`config.mk`:
```
export PLATFORM = sky130hd
export DESIGN_NAME = xorshift_rng_array
export DESIGN_NICKNAME = d
export VERILOG_FILES = /design/src/rtl/rng_pkg.sv /design/src/rtl/xorshift_step.sv /design/src/rtl/xorshift_rng_array.sv
export SDC_FILE = /design/constraint.sdc
export NUM_CORES = 1
export LEC_CHECK = 0
export ABC_AREA = 1
export CORE_MARGIN = 2
export CORE_UTILIZATION = 35
export DETAILED_ROUTE_END_ITERATION = 12
export GPL_TIMING_DRIVEN = 0
export PLACE_DENSITY_LB_ADDON = 0.3
export SLEW_MARGIN = 20
export SYNTH_ARGS = -nofsm -noshare
export SYNTH_HDL_FRONTEND = slang
export SYNTH_HIERARCHICAL = 1
export SYNTH_SLANG_ARGS = --single-unit
```
`constraint.sdc`:
```
create_clock -name clk -period 2.7 [get_ports clk]
set_input_delay 0.54 -clock clk [delete_from_list [all_inputs] [get_ports clk]]
set_output_delay 0.54 -clock clk [all_outputs]
set_load 0.005 [all_outputs]
```
`src/rtl/rng_pkg.sv`:
```
// Shared definitions for the multi-lane xorshift generator: shift triples,
// lane salt, FSM encoding and a width-generic reference step.
package rng_pkg;

  typedef enum logic {FILL = 1'b0, VALID = 1'b1} fsm_e;

  localparam logic [63:0] RNG_SALT = 64'h9E37_79B9_7F4A_7C15;

  localparam int XS16_A = 7;
  localparam int XS16_B = 9;
  localparam int XS16_C = 8;
  localparam int XS32_A = 13;
  localparam int XS32_B = 17;
  localparam int XS32_C = 5;
  localparam int XS64_A = 13;
  localparam int XS64_B = 7;
  localparam int XS64_C = 17;

  function automatic int xs_sh_a(input int width);
    case (width)
      16:      return XS16_A;
      64:      return XS64_A;
      default: return XS32_A;
    endcase
  endfunction

  function automatic int xs_sh_b(input int width);
    case (width)
      16:      return XS16_B;
      64:      return XS64_B;
      default: return XS32_B;
    endcase
  endfunction

  function automatic int xs_sh_c(input int width);
    case (width)
      16:      return XS16_C;
      64:      return XS64_C;
      default: return XS32_C;
    endcase
  endfunction

  // Reference step on a 64-bit container; bits above width are kept clear.
  function automatic logic [63:0] xs_step(input logic [63:0] state, input int width);
    logic [63:0] m;
    logic [63:0] x;
    m = (width >= 64) ? '1 : ((64'd1 << width) - 64'd1);
    x = state & m;
    x = (x ^ (x << xs_sh_a(width))) & m;
    x = x ^ (x >> xs_sh_b(width));
    x = (x ^ (x << xs_sh_c(width))) & m;
    return x;
  endfunction

endpackage

```
`src/rtl/xorshift_step.sv`:
```
// Combinational xorshift next-state for one lane; shift triple chosen by STATE_W.
module xorshift_step
  import rng_pkg::*;
#(
  parameter int STATE_W = 32
) (
  input  logic [STATE_W-1:0] state_i,
  output logic [STATE_W-1:0] next_o
);

  localparam int SH_A = xs_sh_a(STATE_W);
  localparam int SH_B = xs_sh_b(STATE_W);
  localparam int SH_C = xs_sh_c(STATE_W);

  logic [STATE_W-1:0] t1;
  logic [STATE_W-1:0] t2;

  always_comb begin
    t1     = state_i ^ (state_i << SH_A);
    t2     = t1 ^ (t1 >> SH_B);
    next_o = t2 ^ (t2 << SH_C);
  end

endmodule

```
`src/rtl/xorshift_rng_array.sv`:
```
// NUM_LANES independent xorshift streams sharing one valid/ready output stage.
// A word set is held until accepted; generation stalls rather than drops words.
module xorshift_rng_array
  import rng_pkg::*;
#(
  parameter int          STATE_W   = 32,
  parameter int          OUT_W     = 8,
  parameter int          NUM_LANES = 1,
  parameter logic [63:0] SEED      = 64'h1
) (
  input  logic                       clk,
  input  logic                       rst,
  input  logic                       en,
  input  logic                       seed_load,
  input  logic [STATE_W-1:0]         seed_in,
  input  logic                       out_ready,
  output logic                       out_valid,
  output logic [NUM_LANES*OUT_W-1:0] rand_out,
  output logic [31:0]                gen_count
);

  if (!(STATE_W == 16 || STATE_W == 32 || STATE_W == 64)) begin : g_bad_state_w
    $error("xorshift_rng_array: STATE_W must be 16, 32 or 64");
  end
  if (OUT_W < 1 || OUT_W > STATE_W) begin : g_bad_out_w
    $error("xorshift_rng_array: OUT_W must be 1..STATE_W");
  end
  if (NUM_LANES < 1 || NUM_LANES > 16) begin : g_bad_lanes
    $error("xorshift_rng_array: NUM_LANES must be 1..16");
  end

  logic [NUM_LANES-1:0][STATE_W-1:0] lane_q, lane_d;
  logic [NUM_LANES-1:0][STATE_W-1:0] lane_nxt;
  logic [NUM_LANES-1:0][STATE_W-1:0] load_seed;
  logic [NUM_LANES-1:0][STATE_W-1:0] reset_seed;
  logic [NUM_LANES-1:0][OUT_W-1:0]   word_nxt;
  logic [NUM_LANES-1:0][OUT_W-1:0]   rand_q, rand_d;
  logic                              valid_q, valid_d;
  fsm_e                              fsm_q, fsm_d;
  logic [31:0]                       cnt_q, cnt_d;
  logic                              hs;

  for (genvar i = 0; i < NUM_LANES; i++) begin : g_lane
    localparam logic [63:0]        LANE_SALT64 = 64'(i) * RNG_SALT;
    localparam logic [STATE_W-1:0] LANE_SALT   = LANE_SALT64[STATE_W-1:0];
    localparam logic [STATE_W-1:0] RST_RAW     = SEED[STATE_W-1:0] ^ LANE_SALT;
    // A zero state is a fixed point of xorshift, so zero seeds become 1.
    localparam logic [STATE_W-1:0] RST_SEED    = (RST_RAW == '0) ? STATE_W'(1) : RST_RAW;

    logic [STATE_W-1:0] ld_raw;
    assign ld_raw        = seed_in ^ LANE_SALT;
    assign load_seed[i]  = (ld_raw == '0) ? STATE_W'(1) : ld_raw;
    assign reset_seed[i] = RST_SEED;

    xorshift_step #(.STATE_W(STATE_W)) u_step (
      .state_i (lane_q[i]),
      .next_o  (lane_nxt[i])
    );

    assign word_nxt[i] = lane_nxt[i][OUT_W-1:0];
  end

  assign hs = valid_q & out_ready;

  always_comb begin
    lane_d  = lane_q;
    rand_d  = rand_q;
    valid_d = valid_q;
    fsm_d   = fsm_q;
    cnt_d   = cnt_q;
    // An accepted word is counted even when a reseed lands on the same edge.
    if (hs) cnt_d = cnt_q + 32'd1;
    if (seed_load) begin
      lane_d  = load_seed;
      valid_d = 1'b0;
      fsm_d   = FILL;
    end else if (fsm_q == FILL) begin
      if (en) begin
        lane_d  = lane_nxt;
        rand_d  = word_nxt;
        valid_d = 1'b1;
        fsm_d   = VALID;
      end
    end else if (hs) begin
      if (en) begin
        lane_d = lane_nxt;
        rand_d = word_nxt;
      end else begin
        valid_d = 1'b0;
        fsm_d   = FILL;
      end
    end
  end

  always_ff @(posedge clk) begin
    if (rst) begin
      lane_q  <= reset_seed;
      rand_q  <= '0;
      valid_q <= 1'b0;
      fsm_q   <= FILL;
      cnt_q   <= '0;
    end else begin
      lane_q  <= lane_d;
      rand_q  <= rand_d;
      valid_q <= valid_d;
      fsm_q   <= fsm_d;
      cnt_q   <= cnt_d;
    end
  end

  assign out_valid = valid_q;
  assign rand_out  = rand_q;
  assign gen_count = cnt_q;

endmodule

```
# == Word-level counts from Yosys, hierarchy flattened ==
# Index checks and enable logic that the tools add are counted.
# word_totals
inputBits,37
reg_bits,74
out_inout_bits,41
word_cells,34
# op_classes
addsub,1
n_eq_ne,3
mux,15
n_bitwise,5
n_reduce_logical,5
# op_table
cell,n
$mux W32,5
$xor A32 B32 Y32,2
$add A32 B1 Y32 const B,1
$logic_not A32 Y1,1
$xor A32 B15 Y32,1
$mux W8,3
$mux W1,7
$ne A3 B2 Y1 const B,1
$reduce_and A3 Y1,1
$ne A2 B1 Y1 const B,1
$ne A2 B2 Y1 const B,1
$reduce_and A2 Y1,1
$reduce_bool A2 Y1,1
$reduce_or A2 Y1,1
$and A1 B1 Y1,1
$not A1 Y1,1

# == Depth between registers and ports, before layout ==
# Gate-level depths: netlist of run 1.
# logic_depth
ltp_word,7
depth_mapped,10
depth_no_buf,10

# == By module ==
# Netlist of run 1, hierarchy kept.
# by_module_without_submodules
mod,area_per_inst_um2,instances,seq_area_each_um2,cells_per_inst
xorshift_rng_array,3559.7,1,1481.4,478
xorshift_step,1098.6,1,0.0,258

# == Least setup slack after synthesis of run 1 ==
# Ideal clock, no wire load.
# synth_path
path_type,input port to flip-flop
start,input port out_ready
end,register lane_q[11] in the netlist's numbering
slack_ns,1.238
arrival_time_ns,1.323
setup_ns,0.139
cell_stages,9
path_cell_list,nand2_2 -> nand2_2 -> nand2_2 -> nor2_4 -> inv_2 -> buf_6 -> buf_6 -> o21ai_1 -> a211oi_2
# synth_between
elab_chain_len,2
# synth_rtl
item,line_no,source
"start, declared",xorshift_rng_array.sv:16,"input logic out_ready,"
$and A1 B1 Y1,xorshift_rng_array.sv:63,assign hs = valid_q & out_ready;
$ne A3 B2 Y1 (no source line),n/a,
"end signal, assigned",xorshift_rng_array.sv:97,lane_q <= reset_seed;
"end signal, assigned",xorshift_rng_array.sv:103,lane_q <= lane_d;
"end, declared",xorshift_rng_array.sv:32,"logic [NUM_LANES-1:0][STATE_W-1:0] lane_q, lane_d;"
# Every way passes these cells.
# A chain may end at the register's enable or synchronous reset.

# == Final worst setup path of run 1 ==
# layout_path
start,input port seed_load
end,register lane_q[8] in the netlist's numbering
# layout_between
elab_chain_len,1
elab_cells_between_ends,2
classes_between,1 x eq/ne; 1 x mux
# layout_rtl
item,line_no,source
"start, declared",xorshift_rng_array.sv:14,"input logic seed_load,"
$ne A3 B2 Y1 (no source line) or $mux W32 (tied branches),n/a,
# Several ways; a longest one is shown, not always the timed one.

==> run_results.csv, run 1 <==
group,metric,value,unit
outcome,status,"complete, no violations",
setup_path,cp-startpoint,"seed_load",
die,start_util,35.5,%
clocking,clkSinkCount,74,
setup_path,cp-start-kind,"input pin",
clocking,post_cts_resized,0,
clocking,numCtsBuffers,9,
timing,slew_violations,0,
setup_path,rr_worst_depth,8,
die,fp.dieW,119,µm
synthesis,synth_most_common_cell,"nand2_1",
clocking,path_clk_slew,0.06,ns
timing,setup_violations,0,
global_routing,grt_max_degree,13,
layout,syn_to_final_growth,27.6,%
synthesis,synth-main-ff-cell,"dfxtp_1",
timing,finalWorstSetupSlack,0.731,ns
setup_path,reg2reg_to,"gen_count[20]",
setup_path,rr_startpoint,"gen_count[1]",
placed_design,preCtsSetupSlack,0.377,ns
worst_hold_path,min_path_type,"reg -> reg",
synthesis,synthesis.nets,774,
power_and_ir_drop,swShare,30.5,%
power_and_ir_drop,ir_worst_vdd,0.275,mV
synthesis,synthTopCellsByArea,"dfxtp_1 32%, nand2_1 18%, inv_1 7.7%",
synthesis,avgSynthCellArea,6.33,µm²
timing,relSlewSlack,50.1,%
layout,layout-drive-gt1-share,11.0,%
drt,vias,4824,
synthesis,yosys.area.top_type,"dfxtp_1",
layout,nets,861,
global_routing,grt_usage,19.7,%
drt,via_per_inst,4.80,
clocking,cts_setup_buffers,0,
global_routing,antenna_found_initial,0,
synthesis,syn_inst,736,
drt,wirelength,13.7,mm
setup_path,required,2.89,ns
worst_hold_path,holdPathStages,2,
drt,final_antenna_net_count,0,
global_routing,overflow,0,
die,io_pins,78,
run,max_cap_viol_count,0,
placed_design,dp_hpwl,10.4,mm
clocking,worstSkewPairLatency,0.34,ns
timing,hold_viol_final,0,
timing,finalCriticalPeriod,1.97,ns
setup_path,end_kind,"register",
power_and_ir_drop,power_density,529,mW/mm²
power_and_ir_drop,seq_power_share,38.9,%
clocking,h-tree-depth,3,
drt,drt_iter0_drc,275,
power_and_ir_drop,comb_power_share,21.7,%
synthesis,synth_top_area_share,31.8,%
power_and_ir_drop,p_leak,2.60,nW
timing,hold_slack,0.444,ns
die,dieArea,0.0142,mm²
synthesis,seq_area_frac_synth,31.8,%
worst_hold_path,whs_endpoint,"rand_out[3]",
timing,tns,0,ns
timing,fin_skew,0.00628,ns
synthesis,ys_async_sr_fraction,0,%
drt,drt_first_pass_iters,5,
setup_path,critPathMaxFanout,10,
synthesis,synth_cell_types,39,
synthesis,yosys_warnings,6,
power_and_ir_drop,clock_power_share,39.4,%
drt,routedWlPerCell,13.6,µm
synthesis,ys_ff_latch,74,
synthesis,syn_area,0.00466,mm²
global_routing,grt_pass1_vias,4410,
setup_path,path_class,"in -> reg",
timing,worst_slew_pin_slew,0.748,ns
placed_design,gp_congestion,0.883,
clocking,cts_buffer_depth,2,
power_and_ir_drop,p_sw,0.960,mW
drt,drc_errors,0,
timing,rsz0062_at_grt,"no",
power_and_ir_drop,p_int,2.19,mW
setup_path,crit_arrival,2.16,ns
timing,max_freq,508,MHz
synthesis,netlist_top_cells_count,"218 x nand2_1, 96 x inv_1, 91 x nor2_1, 74 x dfxtp_1, 41 x nand3_1",
worst_hold_path,min-delay-start,"rand_out[3]",
global_routing,grt_pass1_wl,22.3,mm
placed_design,port_buffers,76,
die,rows,42,
synthesis,synth_edf_count,0,
clocking,postCtsHoldBufs,0,
layout,fin_util,45.2,%
clocking,clock-root-buffer,"clkbuf_16",
clocking,cts_tree,"yes",
die,core-area,0.0131,mm²
timing,fin_crit_sh,72.9,%
layout,diodes,0,
die,die_h,119,µm
setup_path,rrSetupSlack,1.07,ns
==> worst max path at each step <==
stage | cells past startpoint | to
2_1_floorplan | 9 | lane_q[11]
4_1_cts | 4 | lane_q[8]
3_3_place_gp | 4 | lane_q[7]
3_5_place_dp | 4 | lane_q[8]
5_1_grt | 9 | lane_q[24]
6_report | 4 | lane_q[8]
==> area by class of cell <==
class                           count  area [µm²]
Clock inverter                      5        52.6
Inverter                          111         417
Multi-Input combinational cell    534        2650
Clock buffer                       11         253
Buffer                             17         113
Timing Repair Buffer               76         761
Fill cell                        1400        7190
Sequential cell                    74        1480
Tap cell                          176         220
==> flip-flops by register name, summed over array words and instances (netlist names) <==
signal	count
rand_out	8
gen_count	32
out_valid	1
fsm_q	1
lane_q	32
==> per-stage QoR <==
stage,cell area (µm²),total power [mW],cells
floorplan,4660,1.70,736
global placement,5640,1.92,988
detailed placement,5640,1.92,988
CTS,5940,3.17,1004
global route,5940,3.31,1004
finish,5940,3.15,1004
==> critical path, cell delays in order <==
cell and delay [ns]:
clkdlybuf4s50_1 0.54, buf_2 0.29, clkbuf_1 0.61, a211oi_1 0.17
==> power groups by stage <==
stage / clock network (mW) / registers, mW / logic [mW]
2_1_floorplan: 0 / 1.23 / 0.473
3_3_place_gp: 0 / 1.25 / 0.672
3_5_place_dp: 0 / 1.25 / 0.678
4_1_cts: 1.26 / 1.22 / 0.681
5_1_grt: 1.30 / 1.23 / 0.773
6_report: 1.24 / 1.22 / 0.684
==> metal layers <==
metal  part of all wire, %  vias to the layer above  global-route usage [%]
met3                   6.1                       21                    4.41
met1                    46                     2169                    26.1
met4                   2.0                        0                    6.47
li1                      -                     2495                       -
met2                    45                      139                    31.8
met5                     0                        -                       0
==> cells by family (layout without fill, tap and decap cells) <==
kind of cell | Yosys count | after routing | share of synthesized area (%)
flip-flops | 74 | 74 | 31.8
adder cells (fa/ha/maj) | 1 | 1 | 0.269
AND/OR/NAND/NOR | 418 | 418 | 39.3
buffers and inverters | 128 | 220 | 11.4
AO/OA/AOI/OAI | 93 | 93 | 13.1
XOR/XNOR | 22 | 22 | 4.14
==> cell usage in the layout (no fill, tap or decap), types with 2 or more instances in the layout <==
cell             Yosys  layout
nand2_1            218     218
inv_1               96      96
nor2_1              91      91
clkdlybuf4s50_1      0      76
dfxtp_1             74      74
nand3_1             41      41
nand2_2             26      26
o21ai_0             26      26
a21oi_1             19      19
inv_2               15      15
nand4_1             15      15
a211oi_1            15      15
o21ai_1             12      12
xnor2_1             12      12
a211oi_2            10      10
xor2_1              10      10
clkbuf_16            0       9
nor2_4               7       7
clkbuf_1             7       7
nor3_1               7       7
buf_6                4       4
nor2_2               3       3
buf_4                3       3
o221ai_1             3       3
clkinv_2             0       3
nor3b_1              2       2
o21a_1               2       2
nor3_2               2       2
o21bai_1             2       2
a31oi_1              2       2
clkbuf_8             0       2
Note: power is estimated with default switching activity, not from simulation.
==> run 2: changes to the inputs <==
==> constraint.sdc (replaced) <==
create_clock -name clk -period 1.69 [get_ports clk]
set_input_delay 0.338 -clock clk [delete_from_list [all_inputs] [get_ports clk]]
set_output_delay 0.338 -clock clk [all_outputs]
set_load 0.005 [all_outputs]
==> run_results.csv, run 2 (synthesis results as in run 1) <==
group,metric,value,unit
outcome,status,"complete, no violations",
drt,wirelength,13.7,mm
worst_hold_path,min_path_type,"in -> reg",
layout,final_common_cell,"nand2_1",
setup_path,crit_family,"buffers and inverters",
power_and_ir_drop,power,5.03,mW
layout,syn_to_final_growth,28.5,%
global_routing,grt_util_met3,4.41,%
clocking,numCtsBuffers,9,
layout,final_area,0.00599,mm²
setup_path,crit_arrival,1.31,ns
global_routing,grt_use_met2,31.8,%
timing,setup_violations,0,
timing,finalCriticalPeriod,1.64,ns
setup_path,cp-start-kind,"register",
global_routing,grt_pass1_wl,22.3,mm
placed_design,dpl_cell_area,0.00564,mm²
drt,final_antenna_net_count,0,
layout,layout_common_cells,"218 x nand2_1, 95 x inv_1, 91 x nor2_1",
run,max_cap_viol_count,0,
global_routing,grt_pass1_vias,4410,
power_and_ir_drop,p_leak,2.63,nW
global_routing,grt-busiest-layer,"met2",
timing,max_freq,608,MHz
drt,drt_first_pass_iters,5,
setup_path,path_buf_inv,1,
clocking,clock-root-buffer,"clkbuf_16",
die,io_pins,78,
setup_path,rrSetupSlack,0.10,ns
die,dieArea,0.0142,mm²
power_and_ir_drop,power_density,840,mW/mm²
placed_design,gp_congestion,0.883,
layout,layout-drive-gt1-share,12.9,%
timing,relSlewSlack,61.2,%
layout,nFillCells,1388,
global_routing,grt_max_degree,13,
timing,fin_skew,0.00869,ns
drt,drt_iter0_drc,313,
setup_path,cpMaxStageDelayCell,"clkdlybuf4s50_1",
timing,worst_slew_pin_slew,0.582,ns
timing,hold_viol_final,0,
clocking,cts_buffer_depth,2,
drt,via_per_inst,4.79,
drt,routedWlPerCell,13.6,µm
setup_path,path_cells,"clkdlybuf4s50_1",
power_and_ir_drop,ir_worst_vdd,0.440,mV
clocking,path_clk_slew,0.06,ns
clocking,clkSinkCount,74,
die,rows,42,
setup_path,rr_worst_depth,8,
clocking,worstSkewPairLatency,0.34,ns
timing,rsz0062_at_grt,"no",
clocking,cts_tree,"yes",
global_routing,antenna_found_initial,0,
setup_path,critPathMaxFanout,5,
clocking,h-tree-depth,3,
die,core-area,0.0131,mm²
drt,vias,4820,
drt,drc_errors,0,
setup_path,slowest_delay,0.54,ns
die,fp.dieW,119,µm
setup_path,end_kind,"primary output",
layout,nets,863,
placed_design,port_buffers,76,
global_routing,grt_usage,19.7,%
placed_design,dp_hpwl,10.4,mm
worst_hold_path,holdPathStages,2,
layout,diodes,0,
setup_path,path_class,"reg -> out",
die,die_h,119,µm
timing,fin_crit_sh,97.3,%
setup_path,required,1.35,ns
timing,slew_violations,0,
global_routing,use_met1,26.1,%
setup_path,crit_cells,1,
global_routing,overflow,0,
die,start_util,35.5,%
[run 2: cell count changes in the layout (fill, tap and decap cells not counted), sizes merged]
| cell | change |
|---|---|
| dlymetal6s2s | +1 |
| buf | +3 |
| clkbuf | -1 |
| clkdlybuf4s50 | -1 |
[run 2: worst paths after layout]
kind | startpoint | to
setup / recovery | gen_count[7] | gen_count[7]
hold / removal | out_ready | out_valid
setup reg to reg | gen_count[1] | gen_count[12]
hold reg to reg | rand_out[3] | rand_out[3]
[run 2: report_power, final]
part | leakage, nW | internal [mW] | switching, mW
registers | 0.612 | 1.84 | 0.113
clock network | 0.151 | 1.22 | 0.759
logic | 1.86 | 0.440 | 0.659
total | 2.63 | 3.50 | 1.53
[run 2: stage by stage]
step	hold slack [ns]	cells	setup WS, ns	TNS, ns	utilization, %
3_3_place_gp	0.438	988	-0.399	-13.26	42.9
6_report	0.265	1006	0.0464	0	45.6
4_1_cts	0.290	1004	0.0105	0	45.3
5_1_grt	0.284	1006	0.00221	0	45.6
2_1_floorplan	0.438	736	0.279	0	-
3_5_place_dp	0.437	988	-0.431	-13.84	42.9
[run 2: layout make-up]
type	instances	area [µm²]	share of cell area, %
multi-input cells	534	2650	44.3
clock inverters	5	52.6	0.878
repair buffers	78	778	13.0
flip-flops and latches	74	1490	25.0
well taps	176	220	3.68
clock buffers	11	253	4.22
inverters	111	417	6.96
plain buffers	17	118	1.96
[run 2: routing by layer]
metal	up-vias	wire, µm
li1	2497	-
met1	2146	6240
met2	155	6180
met3	22	970
met4	0	296
met5	-	0
[run 2: what timing repair did]
| item | 4_1_cts | 5_1_grt |
|---|---|---|
| endpoints found under the setup margin | 11 | 50 |
| hold endpoints to repair | 0 | 0 |
| hold buffers | 0 | 0 |
| pin swaps | 0 | 3 |
| gates resized for setup | 2 | 22 |
| buffers inserted | 0 | 2 |
==> run 3: changes to the inputs <==
--- a/config.mk
+++ b/config.mk
@@ -8,6 +8,8 @@
 export ABC_AREA = 1
 export CORE_MARGIN = 2
 export CORE_UTILIZATION = 35
+export CTS_CLUSTER_DIAMETER = 50
+export CTS_CLUSTER_SIZE = 40
 export DETAILED_ROUTE_END_ITERATION = 12
 export GPL_TIMING_DRIVEN = 0
 export PLACE_DENSITY_LB_ADDON = 0.3
==> results of run 3 <==
No change in the layout: final DEF, timing and power equal those of run 2.
